### config.mk
export PLATFORM = sky130hd
export DESIGN_NAME = mem_port_arbiter_flat
export DESIGN_NICKNAME = d
export VERILOG_FILES = /design/src/rtl/mem_port_arbiter_if.sv /design/src/rtl/mem_port_arbiter.sv /design/src/flat_wrapper.sv
export SDC_FILE = /design/constraint.sdc
export NUM_CORES = 1
export LEC_CHECK = 0
export CAP_MARGIN = 15
export CORE_AREA = 3 3 102 104
export DETAILED_ROUTE_END_ITERATION = 12
export DIE_AREA = 0 0 105 107
export PLACE_DENSITY = 0.69
export SLEW_MARGIN = 10
export SYNTH_ARGS = -nofsm -noshare
export SYNTH_HDL_FRONTEND = slang
export SYNTH_SLANG_ARGS = --single-unit
### constraint.sdc
create_clock -name clk -period 3.2 [get_ports clk]
set_input_delay 0.64 -clock clk [delete_from_list [all_inputs] [get_ports clk]]
set_output_delay 0.64 -clock clk [all_outputs]
set_load 0.1 [all_outputs]
### src/rtl/mem_port_arbiter_if.sv
// mem_port_arbiter_if: CPU, debug and memory-side signals of the shared memory port
interface mem_port_arbiter_if #(parameter int AW = 12);
  logic          cpu_req;
  logic          cpu_we;
  logic [AW-1:0] cpu_addr;
  logic [31:0]   cpu_wdata;
  logic [3:0]    cpu_wmask;
  logic          cpu_gnt;
  logic          cpu_rvalid;
  logic [31:0]   cpu_rdata;
  logic          dbg_req;
  logic          dbg_we;
  logic [AW-1:0] dbg_addr;
  logic [31:0]   dbg_wdata;
  logic [3:0]    dbg_wmask;
  logic          dbg_lock;
  logic          dbg_gnt;
  logic          dbg_rvalid;
  logic [31:0]   dbg_rdata;
  logic          mem_en;
  logic          mem_we;
  logic [AW-1:0] mem_addr;
  logic [31:0]   mem_wdata;
  logic [3:0]    mem_wmask;
  logic [31:0]   mem_rdata;
  modport slave (
    input  cpu_req, cpu_we, cpu_addr, cpu_wdata, cpu_wmask,
    output cpu_gnt, cpu_rvalid, cpu_rdata,
    input  dbg_req, dbg_we, dbg_addr, dbg_wdata, dbg_wmask, dbg_lock,
    output dbg_gnt, dbg_rvalid, dbg_rdata,
    output mem_en, mem_we, mem_addr, mem_wdata, mem_wmask,
    input  mem_rdata
  );
  modport master (
    output cpu_req, cpu_we, cpu_addr, cpu_wdata, cpu_wmask,
    input  cpu_gnt, cpu_rvalid, cpu_rdata,
    output dbg_req, dbg_we, dbg_addr, dbg_wdata, dbg_wmask, dbg_lock,
    input  dbg_gnt, dbg_rvalid, dbg_rdata,
    input  mem_en, mem_we, mem_addr, mem_wdata, mem_wmask,
    output mem_rdata
  );
endinterface

### src/rtl/mem_port_arbiter.sv
// mem_port_arbiter: CPU-priority single-port memory arbiter with debug starvation guard and lock; ARB_STATS_EN adds a conflict counter
module mem_port_arbiter #(
  parameter int AW       = 12,
  parameter int RD_LAT   = 1,
  parameter int MAX_WAIT = 8
) (
  input  logic                 clk,
  input  logic                 reset,
  mem_port_arbiter_if.slave    bus,
  output logic [15:0]          stat_conflicts
);
  typedef enum logic {OPEN, DBG_LOCKED} state_t;
  localparam logic [7:0] MW = 8'(MAX_WAIT);
  state_t            state_q, state_d;
  logic [7:0]        starve_q, starve_d;
  logic [RD_LAT-1:0] vld_q, vld_d, own_q, own_d;
  logic              cpu_g, dbg_g, starve_hit, cpu_rv, dbg_rv;
  always_comb begin
    starve_hit = bus.dbg_req && starve_q == MW;
    cpu_g      = reset && state_q == OPEN && bus.cpu_req && !starve_hit;
    dbg_g      = reset && bus.dbg_req && !cpu_g;
    state_d    = (state_q == DBG_LOCKED || dbg_g) && bus.dbg_lock ? DBG_LOCKED : OPEN;
    starve_d   = dbg_g ? 8'd0 : (bus.dbg_req && !starve_hit) ? starve_q + 8'd1 : starve_q;
    // tag shift: bit 0 takes this cycle's read, top bit is the one returning now
    vld_d      = RD_LAT'({vld_q, (cpu_g && !bus.cpu_we) || (dbg_g && !bus.dbg_we)});
    own_d      = RD_LAT'({own_q, dbg_g});
    cpu_rv     = reset && vld_q[RD_LAT-1] && !own_q[RD_LAT-1];
    dbg_rv     = reset && vld_q[RD_LAT-1] && own_q[RD_LAT-1];
  end
  assign bus.cpu_gnt    = cpu_g;
  assign bus.dbg_gnt    = dbg_g;
  assign bus.mem_en     = cpu_g || dbg_g;
  assign bus.mem_we     = cpu_g ? bus.cpu_we : dbg_g && bus.dbg_we;
  assign bus.mem_addr   = cpu_g ? bus.cpu_addr : dbg_g ? bus.dbg_addr : AW'(0);
  assign bus.mem_wdata  = cpu_g ? bus.cpu_wdata : dbg_g ? bus.dbg_wdata : 32'd0;
  assign bus.mem_wmask  = cpu_g ? bus.cpu_wmask : dbg_g ? bus.dbg_wmask : 4'd0;
  assign bus.cpu_rvalid = cpu_rv;
  assign bus.dbg_rvalid = dbg_rv;
  assign bus.cpu_rdata  = cpu_rv ? bus.mem_rdata : 32'd0;
  assign bus.dbg_rdata  = dbg_rv ? bus.mem_rdata : 32'd0;
  always_ff @(posedge clk or negedge reset) begin
    if (!reset) begin
      state_q  <= OPEN;
      starve_q <= '0;
      vld_q    <= '0;
      own_q    <= '0;
    end else begin
      state_q  <= state_d;
      starve_q <= starve_d;
      vld_q    <= vld_d;
      own_q    <= own_d;
    end
  end
`ifdef ARB_STATS_EN
  logic [15:0] conf_q;
  always_ff @(posedge clk or negedge reset) begin
    if (!reset) conf_q <= '0;
    else if (bus.cpu_req && bus.dbg_req && conf_q != 16'hFFFF) conf_q <= conf_q + 16'd1;
  end
  assign stat_conflicts = conf_q;
`else
  assign stat_conflicts = '0;
`endif
endmodule

### src/flat_wrapper.sv
// flat-port wrapper written by rule: the top's interface ports become plain ports
module mem_port_arbiter_flat 
#(
  parameter int AW       = 12,
  parameter int RD_LAT   = 1,
  parameter int MAX_WAIT = 8
)
  (clk, reset, stat_conflicts, bus_cpu_req, bus_cpu_we, bus_cpu_addr, bus_cpu_wdata, bus_cpu_wmask, bus_cpu_gnt, bus_cpu_rvalid, bus_cpu_rdata, bus_dbg_req, bus_dbg_we, bus_dbg_addr, bus_dbg_wdata, bus_dbg_wmask, bus_dbg_lock, bus_dbg_gnt, bus_dbg_rvalid, bus_dbg_rdata, bus_mem_en, bus_mem_we, bus_mem_addr, bus_mem_wdata, bus_mem_wmask, bus_mem_rdata);
  mem_port_arbiter_if #(.AW(AW)) bus_i ();
  input  logic clk;
  input  logic reset;
  output logic [15:0] stat_conflicts;
  input wire logic [$bits(bus_i.cpu_req)-1:0] bus_cpu_req;
  input wire logic [$bits(bus_i.cpu_we)-1:0] bus_cpu_we;
  input wire logic [$bits(bus_i.cpu_addr)-1:0] bus_cpu_addr;
  input wire logic [$bits(bus_i.cpu_wdata)-1:0] bus_cpu_wdata;
  input wire logic [$bits(bus_i.cpu_wmask)-1:0] bus_cpu_wmask;
  output wire logic [$bits(bus_i.cpu_gnt)-1:0] bus_cpu_gnt;
  output wire logic [$bits(bus_i.cpu_rvalid)-1:0] bus_cpu_rvalid;
  output wire logic [$bits(bus_i.cpu_rdata)-1:0] bus_cpu_rdata;
  input wire logic [$bits(bus_i.dbg_req)-1:0] bus_dbg_req;
  input wire logic [$bits(bus_i.dbg_we)-1:0] bus_dbg_we;
  input wire logic [$bits(bus_i.dbg_addr)-1:0] bus_dbg_addr;
  input wire logic [$bits(bus_i.dbg_wdata)-1:0] bus_dbg_wdata;
  input wire logic [$bits(bus_i.dbg_wmask)-1:0] bus_dbg_wmask;
  input wire logic [$bits(bus_i.dbg_lock)-1:0] bus_dbg_lock;
  output wire logic [$bits(bus_i.dbg_gnt)-1:0] bus_dbg_gnt;
  output wire logic [$bits(bus_i.dbg_rvalid)-1:0] bus_dbg_rvalid;
  output wire logic [$bits(bus_i.dbg_rdata)-1:0] bus_dbg_rdata;
  output wire logic [$bits(bus_i.mem_en)-1:0] bus_mem_en;
  output wire logic [$bits(bus_i.mem_we)-1:0] bus_mem_we;
  output wire logic [$bits(bus_i.mem_addr)-1:0] bus_mem_addr;
  output wire logic [$bits(bus_i.mem_wdata)-1:0] bus_mem_wdata;
  output wire logic [$bits(bus_i.mem_wmask)-1:0] bus_mem_wmask;
  input wire logic [$bits(bus_i.mem_rdata)-1:0] bus_mem_rdata;
  assign bus_i.cpu_req = bus_cpu_req;
  assign bus_i.cpu_we = bus_cpu_we;
  assign bus_i.cpu_addr = bus_cpu_addr;
  assign bus_i.cpu_wdata = bus_cpu_wdata;
  assign bus_i.cpu_wmask = bus_cpu_wmask;
  assign bus_cpu_gnt = bus_i.cpu_gnt;
  assign bus_cpu_rvalid = bus_i.cpu_rvalid;
  assign bus_cpu_rdata = bus_i.cpu_rdata;
  assign bus_i.dbg_req = bus_dbg_req;
  assign bus_i.dbg_we = bus_dbg_we;
  assign bus_i.dbg_addr = bus_dbg_addr;
  assign bus_i.dbg_wdata = bus_dbg_wdata;
  assign bus_i.dbg_wmask = bus_dbg_wmask;
  assign bus_i.dbg_lock = bus_dbg_lock;
  assign bus_dbg_gnt = bus_i.dbg_gnt;
  assign bus_dbg_rvalid = bus_i.dbg_rvalid;
  assign bus_dbg_rdata = bus_i.dbg_rdata;
  assign bus_mem_en = bus_i.mem_en;
  assign bus_mem_we = bus_i.mem_we;
  assign bus_mem_addr = bus_i.mem_addr;
  assign bus_mem_wdata = bus_i.mem_wdata;
  assign bus_mem_wmask = bus_i.mem_wmask;
  assign bus_i.mem_rdata = bus_mem_rdata;
  mem_port_arbiter #(.AW(AW), .RD_LAT(RD_LAT), .MAX_WAIT(MAX_WAIT)) u_core (.clk(clk), .reset(reset), .bus(bus_i), .stat_conflicts(stat_conflicts));
endmodule
## After elaboration in Yosys (flattened, before gate mapping)

Index checks and enable logic that the tools add are counted.

| operators by class | value |
|---|---|
| multiplexer cells | 12 |
| shifts and indexed selects | 0 |
| reductions and logical operators | 23 |
| add/sub/neg operators | 1 |
| order comparisons | 0 |
| bitwise gates (word level) | 1 |
| $mul | 0 |
| equal/unequal tests | 1 |
| divide/modulo/power cells | 0 |

Operators by type and width:

| kind | number |
|---|---|
| two-way mux 32 bit | 4 |
| two-way mux 12 bit | 2 |
| two-way mux 8 bit | 2 |
| logical AND 1 bit | 14 |
| adder 8 x 1 -> 8 bit (second input constant) | 1 |
| equality test 8 x 4 -> 1 bit (second input constant) | 1 |
| two-way mux 4 bit | 2 |
| logical NOT 1 bit | 5 |
| logical OR 1 bit | 3 |
| two-way mux 1 bit | 2 |
| nonzero test 2 bit | 1 |
| inverter 1 bit | 1 |

| storage, ports and cells | value |
|---|---|
| memories kept | 0 |
| flip-flop bits (word level) | 11 |
| RAM bits | 0 |
| latch bits | 0 |
| output and inout bits | 134 |
| memory bits (read-only) | 0 |
| logic and storage cells | 42 |
| bits of input ports | 135 |

## Depth between registers and ports, before layout

Gate-level depths: netlist of run 1.

| depth | value |
|---|---|
| depth after elaboration | 9 |
| gate-level depth with buffers | 8 |
| gate-level depth less buffers | 5 |

## Least setup slack after synthesis of run 1

OpenSTA, ideal clock, no wires.

| timing path | value |
|---|---|
| path kind | input-to-output |
| start | in reset |
| end | out bus_cpu_rdata[22] |
| slack | -0.177 ns |
| arrival time | 2.737 ns |
| data required time | 2.560 ns |
| stages | 4 |
| path buffers | 1 |
| cell sequence | nand2_1 > nor2_1 > clkbuf_1 > and2_1 |

| between the ends | value |
|---|---|
| word-level cells in the longest chain between the ends | 3 |

RTL lines:

| element | RTL line | source |
|---|---|---|
| from (decl) | flat_wrapper.sv:11 | `input logic reset;` |
| logical AND 1 bit (2 in a row) | mem_port_arbiter.sv:27 | `cpu_rv = reset && vld_q[RD_LAT-1] && !own_q[RD_LAT-1];` |
| via bus_cpu_rvalid | flat_wrapper.sv:19 | `output wire logic [$bits(bus_i.cpu_rvalid)-1:0] bus_cpu_rvalid;` |
| two-way mux 32 bit | mem_port_arbiter.sv:39 | `assign bus.cpu_rdata = cpu_rv ? bus.mem_rdata : 32'd0;` |
| to (decl) | flat_wrapper.sv:20 | `output wire logic [$bits(bus_i.cpu_rdata)-1:0] bus_cpu_rdata;` |

The timed path passes the listed nets, and every way through them passes these cells.

## Final worst setup path of run 1

| timing path | value |
|---|---|
| start | in reset |
| end | out bus_mem_addr[8] |

| between the ends | value |
|---|---|
| word-level cells in the longest chain between the ends | 7 |
| elaborated cells between the ends (all ways) | 8 |
| those cells by class | mux (2); reduce/logical (6) |

RTL lines:

| element | RTL line | source |
|---|---|---|
| logical AND 1 bit (3 in a row) | mem_port_arbiter.sv:20 | `cpu_g = reset && state_q == OPEN && bus.cpu_req && !starve_hit;` |
| logical NOT 1 bit | mem_port_arbiter.sv:21 | `dbg_g = reset && bus.dbg_req && !cpu_g;` |
| logical AND 1 bit | mem_port_arbiter.sv:21 |  |
| two-way mux 12 bit | mem_port_arbiter.sv:34 | `assign bus.mem_addr = cpu_g ? bus.cpu_addr : dbg_g ? bus.dbg_addr : AW'(0);` |
| two-way mux 12 bit (*) | mem_port_arbiter.sv:34 |  |
| to (decl) | flat_wrapper.sv:32 | `output wire logic [$bits(bus_i.mem_addr)-1:0] bus_mem_addr;` |

Mark *: on every way between the ends. The rest lies on a longest branch, timed or not.

==> impl_metrics.yaml, run 1 <==
outcome:
  status: "complete, no violations"
timing:
  hold_ws_ns: 0.553
  min_period_over_period_pct: 89.7
  rsz0062_at_grt: "false"
  slew_viol_final: 0
  fin_ws_ns: 0.330
  fmax_mhz: 348
  finalSetupViolCount: 0
  finClkSkew_ns: 0.00612
  final.min_clock_period_ns: 2.87
  finalSetupTns_ns: 0
  hold_viol: 0
pwr:
  p_per_area_nw_per_um2: 275
  irDropWorstVdd_v: 0.000175
  p_leak_nw: 2.25
  p_int_mw: 0.718
  switching_share_pct: 53.8
  pwr-share-clk_pct: 9.2
  switchingPower_mw: 0.836
  total_power_mw: 1.55
  p_comb_share_pct: 78.5
  seq_power_share_pct: 12.3
placed_design:
  place_congestion: 0.828
  pre_cts_ws_ns: 0.323
  port_buffers: 252
  dp_hpwl_mm: 9.08
synth:
  synthDistinctLibCells: 35
  synth_top_cells_by_area: "a32o_1 28%, and2_1 23%, dfrtp_1 15%"
  yosysMostFrequentCell: "and2_1"
  syn_avg_cell_area_um2: 8.24
  synth-seq-area-share_pct: 15.5
  syn_area_um2: 1780
  yosysWarnings: 0
  async_flop_share_pct: 100
  ys.flop_type: "dfrtp_1"
  synth_edf_count: 0
  synthTopCellsByCount: "66 x and2_1, 49 x a32o_1, 16 x buf_4"
  netlist_instances: 216
  yosys_register_bits: 11
  yosys.area.top_type: "a32o_1"
  synth_top_area_share_pct: 27.6
floorplan:
  pin_count: 269
  fp.dieW_um: 105
  die_area_um2: 11200
  initial_core_util_pct: 18.5
  fp.coreArea_um2: 9640
  fp.dieH_um: 107
  fp-row-count: 36
run:
  maxCapViolCount: 0
clocking:
  ctsHoldBuffers: 0
  cts_made_buffers: 3
  root_buffer: "clkbuf_8"
  clk_pin_slew_ns: 0.05
  cts_tree: "done"
  htree_levels: 1
  clockBufferDepth: 2
  cts_sinks: 11
  cts_resized: 0
  cts_post_setup_buffers_inserted: 0
  clk_latency_ns: 0.24
grt:
  grt_overflow: 0
  grt_max_degree: 52
  antenna_found_initial: 0
  grt_pass1_wl_mm: 15.4
  grt_use_total_pct: 17.1
  grt_pass1_vias: 2783
final_layout:
  area_growth_pct: 217
  layout-drive-gt1-share_pct: 30.0
  fill_cells: 826
  num_antenna_cells: 0
  num-nets-final: 594
  postLayoutCoreUtil_pct: 58.6
setup_path:
  cp_common_cell: "buf_12"
  worstRegToRegCells: 6
  critPathLaunchType: "primary input"
  slowest_stage: "clkdlybuf4s50_1"
  worst_path_largest_cell_delay_ns: 0.55
  r2r-end: "u_core.own_q"
  setup.worst_path.end: "bus_mem_addr[8]"
  cp.arrival_ns: 2.23
  rrSetupSlack_ns: 1.36
  path_cells: "clkdlybuf4s50_1, nand3b_1, a31oi_4, buf_12, a32o_1, buf_12"
  critical_path_class: "primary input to output pin"
  crit-reg2reg-launch: "u_core.starve_q[0]"
  crit_start: "reset"
  end_kind: "output pin"
  required_ns: 2.56
  critPathMaxFanout: 51
detailed_routing:
  ant_nets: 0
  dr.pass1.iters: 4
  postRouteWirelength_mm: 10.4
  via_per_inst: 4.65
  wl_per_cell_um: 17.7
  drcViolationCount: 0
  drt_iter0_drc: 173
  vias: 2740
hold_path:
  hp-class: "flop to flop"
routing by layer:
metal  GRT usage, %  routed length [µm]
met2           32.2                5650
met4           4.50                 150
met5              0                   0
met3           4.88                 995
met1           18.7                3640
sequential cells by signal, indices dropped and copies added, names as in the netlist:
name,flops
u_core.starve_q,8
u_core.own_q,1
u_core.state_q,1
u_core.vld_q,1
cell usage in the layout (no fill, tap or decap), types with 2 or more instances in the layout:
master	n
buf_4	5
a22oi_1	4
and2_1	65
nand2_1	3
nand3_1	2
nand2b_1	2
a32o_1	48
nand4_1	4
a22o_1	2
or3_1	2
clkdlybuf4s50_1	134
and3_1	2
dfrtp_1	11
a21oi_1	3
clkbuf_8	3
conb_1	16
inv_1	5
xor2_1	2
ha_1	2
o21ai_0	2
buf_12	123
how the worst min path moves through the flow:
stage                              start             end  slack, ns  cells after the start
after floorplan                    reset    u_core.own_q       0.34                      0
after global placement    u_core.state_q  u_core.state_q       0.50                      1
after detailed placement  u_core.state_q  u_core.state_q       0.54                      1
after CTS                 u_core.state_q  u_core.state_q       0.56                      1
after global routing      u_core.state_q  u_core.state_q       0.58                      1
final                     u_core.state_q  u_core.state_q       0.55                      1
power groups by stage:
stage               combinational, mW  sequential (mW)  clock [mW]
floorplan                       0.754            0.184           0
global placement                 1.21            0.190           0
detailed placement               1.23            0.193           0
CTS                              1.23            0.191       0.145
global route                     1.26            0.194       0.155
finish                           1.22            0.191       0.143
per-stage QoR:
stage | instance area (µm²) | instances
6_report | 5640 | 589
5_1_grt | 5640 | 589
4_1_cts | 5640 | 589
3_5_place_dp | 5600 | 585
3_3_place_gp | 5600 | 585
2_1_floorplan | 1840 | 231
cell type report:
class	instances	area (µm²)	area share, %
Clock buffer	4	45.0	0.798
Inverter	5	18.8	0.333
Multi-Input combinational cell	174	1300	23.0
Sequential cell	11	275	4.88
Tap cell	133	166	2.95
Timing Repair Buffer	262	3840	68.1
cell families after synthesis:
kind of cell / count (synthesis) / share of synthesized area [%]
xor+xnor: 2 / 0.985
simple gates: 86 / 30.7
buf+inv: 46 / 15.4
compound gates: 66 / 34.7
mux: 2 / 1.20
other cells: 1 / 0.211
fa+ha+maj: 2 / 1.41
flops: 11 / 15.5
worst max-delay path, delay by kind of cell:
family	cells	cell delay [ns]
compound gates	2	0.42
buf+inv	3	0.99
simple gates	1	0.15
Power figures use the tool's default switching activity.
==> run 2, diff against run 1 <==
Settings changed: CORE_AREA 3 3 102 104 to 3 3 103 105, CTS_BUF_LIST set to sky130_fd_sc_hd__clkbuf_8, DIE_AREA 0 0 105 107 to 0 0 106 108, PLACE_DENSITY 0.69 to 0.68.
==> run 2 against run 1 <==
  * Sequential share of layout area hardly changed
  * Wire length is 0.54% lower
  * Cell area is 0.35% lower
  * Clock skew is 0.0054 ns lower
  * Final cell count is 0.51% lower
  * Critical path type unchanged
  * Clock-buffer cell count is 1 lower
  * Highest routed layer unchanged
==> impl_metrics.yaml, run 2 (synthesized netlist as in run 1, its figures left out) <==
setup_path:
  end_kind: "output pin"
  cp.arrival_ns: 2.35
  setup.worst_path.end: "bus_mem_wdata[8]"
  r2r-end: "u_core.state_q"
  crit_start: "bus_dbg_req"
  rrSetupSlack_ns: 1.35
  crit-reg2reg-launch: "u_core.starve_q[0]"
  critPathLaunchType: "primary input"
  critical_path_class: "primary input to output pin"
  required_ns: 2.56
  critPathMaxFanout: 57
  worstRegToRegCells: 6
detailed_routing:
  dr.pass1.iters: 4
  drcViolationCount: 0
  drt_iter0_drc: 182
  vias: 2699
  ant_nets: 0
  top_layer: "met4"
  dr_wl_met3_um: 981
  wl_per_cell_um: 17.7
  wl_met2_mm: 5.50
  postRouteWirelength_mm: 10.4
  via_per_inst: 4.61
  wl_met1_mm: 3.77
final_layout:
  final_common_cell: "clkdlybuf4s50_1"
  largest-register: "u_core.starve_q"
  final_cell_mix: "134 x clkdlybuf4s50_1, 123 x buf_12, 65 x and2_1, 48 x a32o_1, 16 x conb_1"
  largest_reg_flops: 8
  area_growth_pct: 216
  final_area_um2: 5620
  num-nets-final: 591
  layout-drive-gt1-share_pct: 30.0
  num_antenna_cells: 0
clocking:
  clockBufferDepth: 2
  clk_pin_slew_ns: 0.05
  ctsHoldBuffers: 0
  cts_made_buffers: 3
  cts_resized: 0
  cts_post_setup_buffers_inserted: 0
  cts_tree: "done"
  htree_levels: 1
  root_buffer: "clkbuf_8"
  cts_sinks: 11
  clk_latency_ns: 0.24
hold_path:
  hp-class: "flop to flop"
  whs_path_depth: 1
pwr:
  irDropWorstVdd_v: 0.000175
  p_leak_nw: 2.24
  total_power_mw: 1.55
  p_per_area_nw_per_um2: 276
floorplan:
  pin_count: 269
  fp.coreArea_um2: 9730
  die_area_um2: 11400
  initial_core_util_pct: 18.3
  fp-row-count: 36
  fp.dieH_um: 108
  fp.dieW_um: 106
placed_design:
  pre_cts_ws_ns: 0.237
  dp_hpwl_mm: 8.85
  place_congestion: 0.764
  placed_cell_area_um2: 5580
  port_buffers: 252
grt:
  grt_overflow: 0
  grt_use_total_pct: 16.4
  antenna_found_initial: 0
  grt_pass1_wl_mm: 15.1
  grt_max_degree: 58
  grt_pass1_vias: 2788
timing:
  fin_ws_ns: 0.214
  slew_viol_final: 0
  min_period_over_period_pct: 93.3
  hold_viol: 0
  fmax_mhz: 335
  rsz0062_at_grt: "false"
  finalSetupTns_ns: 0
  finClkSkew_ns: 0.000721
  finalSetupViolCount: 0
  final.min_clock_period_ns: 2.99
outcome:
  status: "complete, no violations"
run:
  maxCapViolCount: 0
run 2: cell types whose count changed in the layout (fill, tap and decap cells not counted):
cell / previous run / this run
a21o_2: 0 / 1
clkinv_2: 0 / 1
clkbuf_1: 1 / 0
buf_4: 5 / 2
a21o_1: 1 / 0
run 2: area by class of cell:
| cell class | instances | area, µm² |
|---|---|---|
| multi-input cells | 174 | 1300 |
| fillers | 803 | 4110 |
| clock buffers | 3 | 41.3 |
| flip-flops and latches | 11 | 275 |
| repair buffers | 259 | 3820 |
| inverters | 5 | 18.8 |
| clock inverters | 1 | 5.00 |
| well taps | 133 | 166 |
run 2: power by group:
group	switching (mW)	internal, mW	leakage [nW]
clock	0.0539	0.0857	0.0255
combinational	0.749	0.470	2.07
sequential	0.0319	0.160	0.148
total	0.834	0.716	2.24
run 2: stage by stage:
| stage | hold slack, ns | std cells | utilization [%] |
|---|---|---|---|
| after CTS | 0.525 | 586 | 57.8 |
| final | 0.522 | 586 | 57.8 |
| after global placement | 0.510 | 582 | 57.3 |
| after detailed placement | 0.510 | 582 | 57.3 |
| after global routing | 0.534 | 586 | 57.8 |
| after floorplan | 0.344 | 231 | - |
run 2: how the worst min path moves through the flow:
| stage | slack [ns] | startpoint | to |
|---|---|---|---|
| floorplan | 0.34 | reset | u_core.own_q |
| global placement | 0.51 | u_core.state_q | u_core.state_q |
| detailed placement | 0.51 | u_core.state_q | u_core.state_q |
| CTS | 0.53 | u_core.state_q | u_core.state_q |
| global route | 0.53 | u_core.state_q | u_core.state_q |
| finish | 0.52 | u_core.state_q | u_core.state_q |
run 2: routing by layer:
layer / vias to the layer above / global-route usage [%]
li1: 1268 / -
met1: 1240 / 18.5
met2: 183 / 31.3
met3: 8 / 4.60
met4: 0 / 2.68
met5: - / 0
run 2: worst max-delay path, stage by stage:
cell,delay (ns)
clkdlybuf4s50_1,0.69
and2_2,0.25
buf_12,0.25
a32o_1,0.30
buf_12,0.20
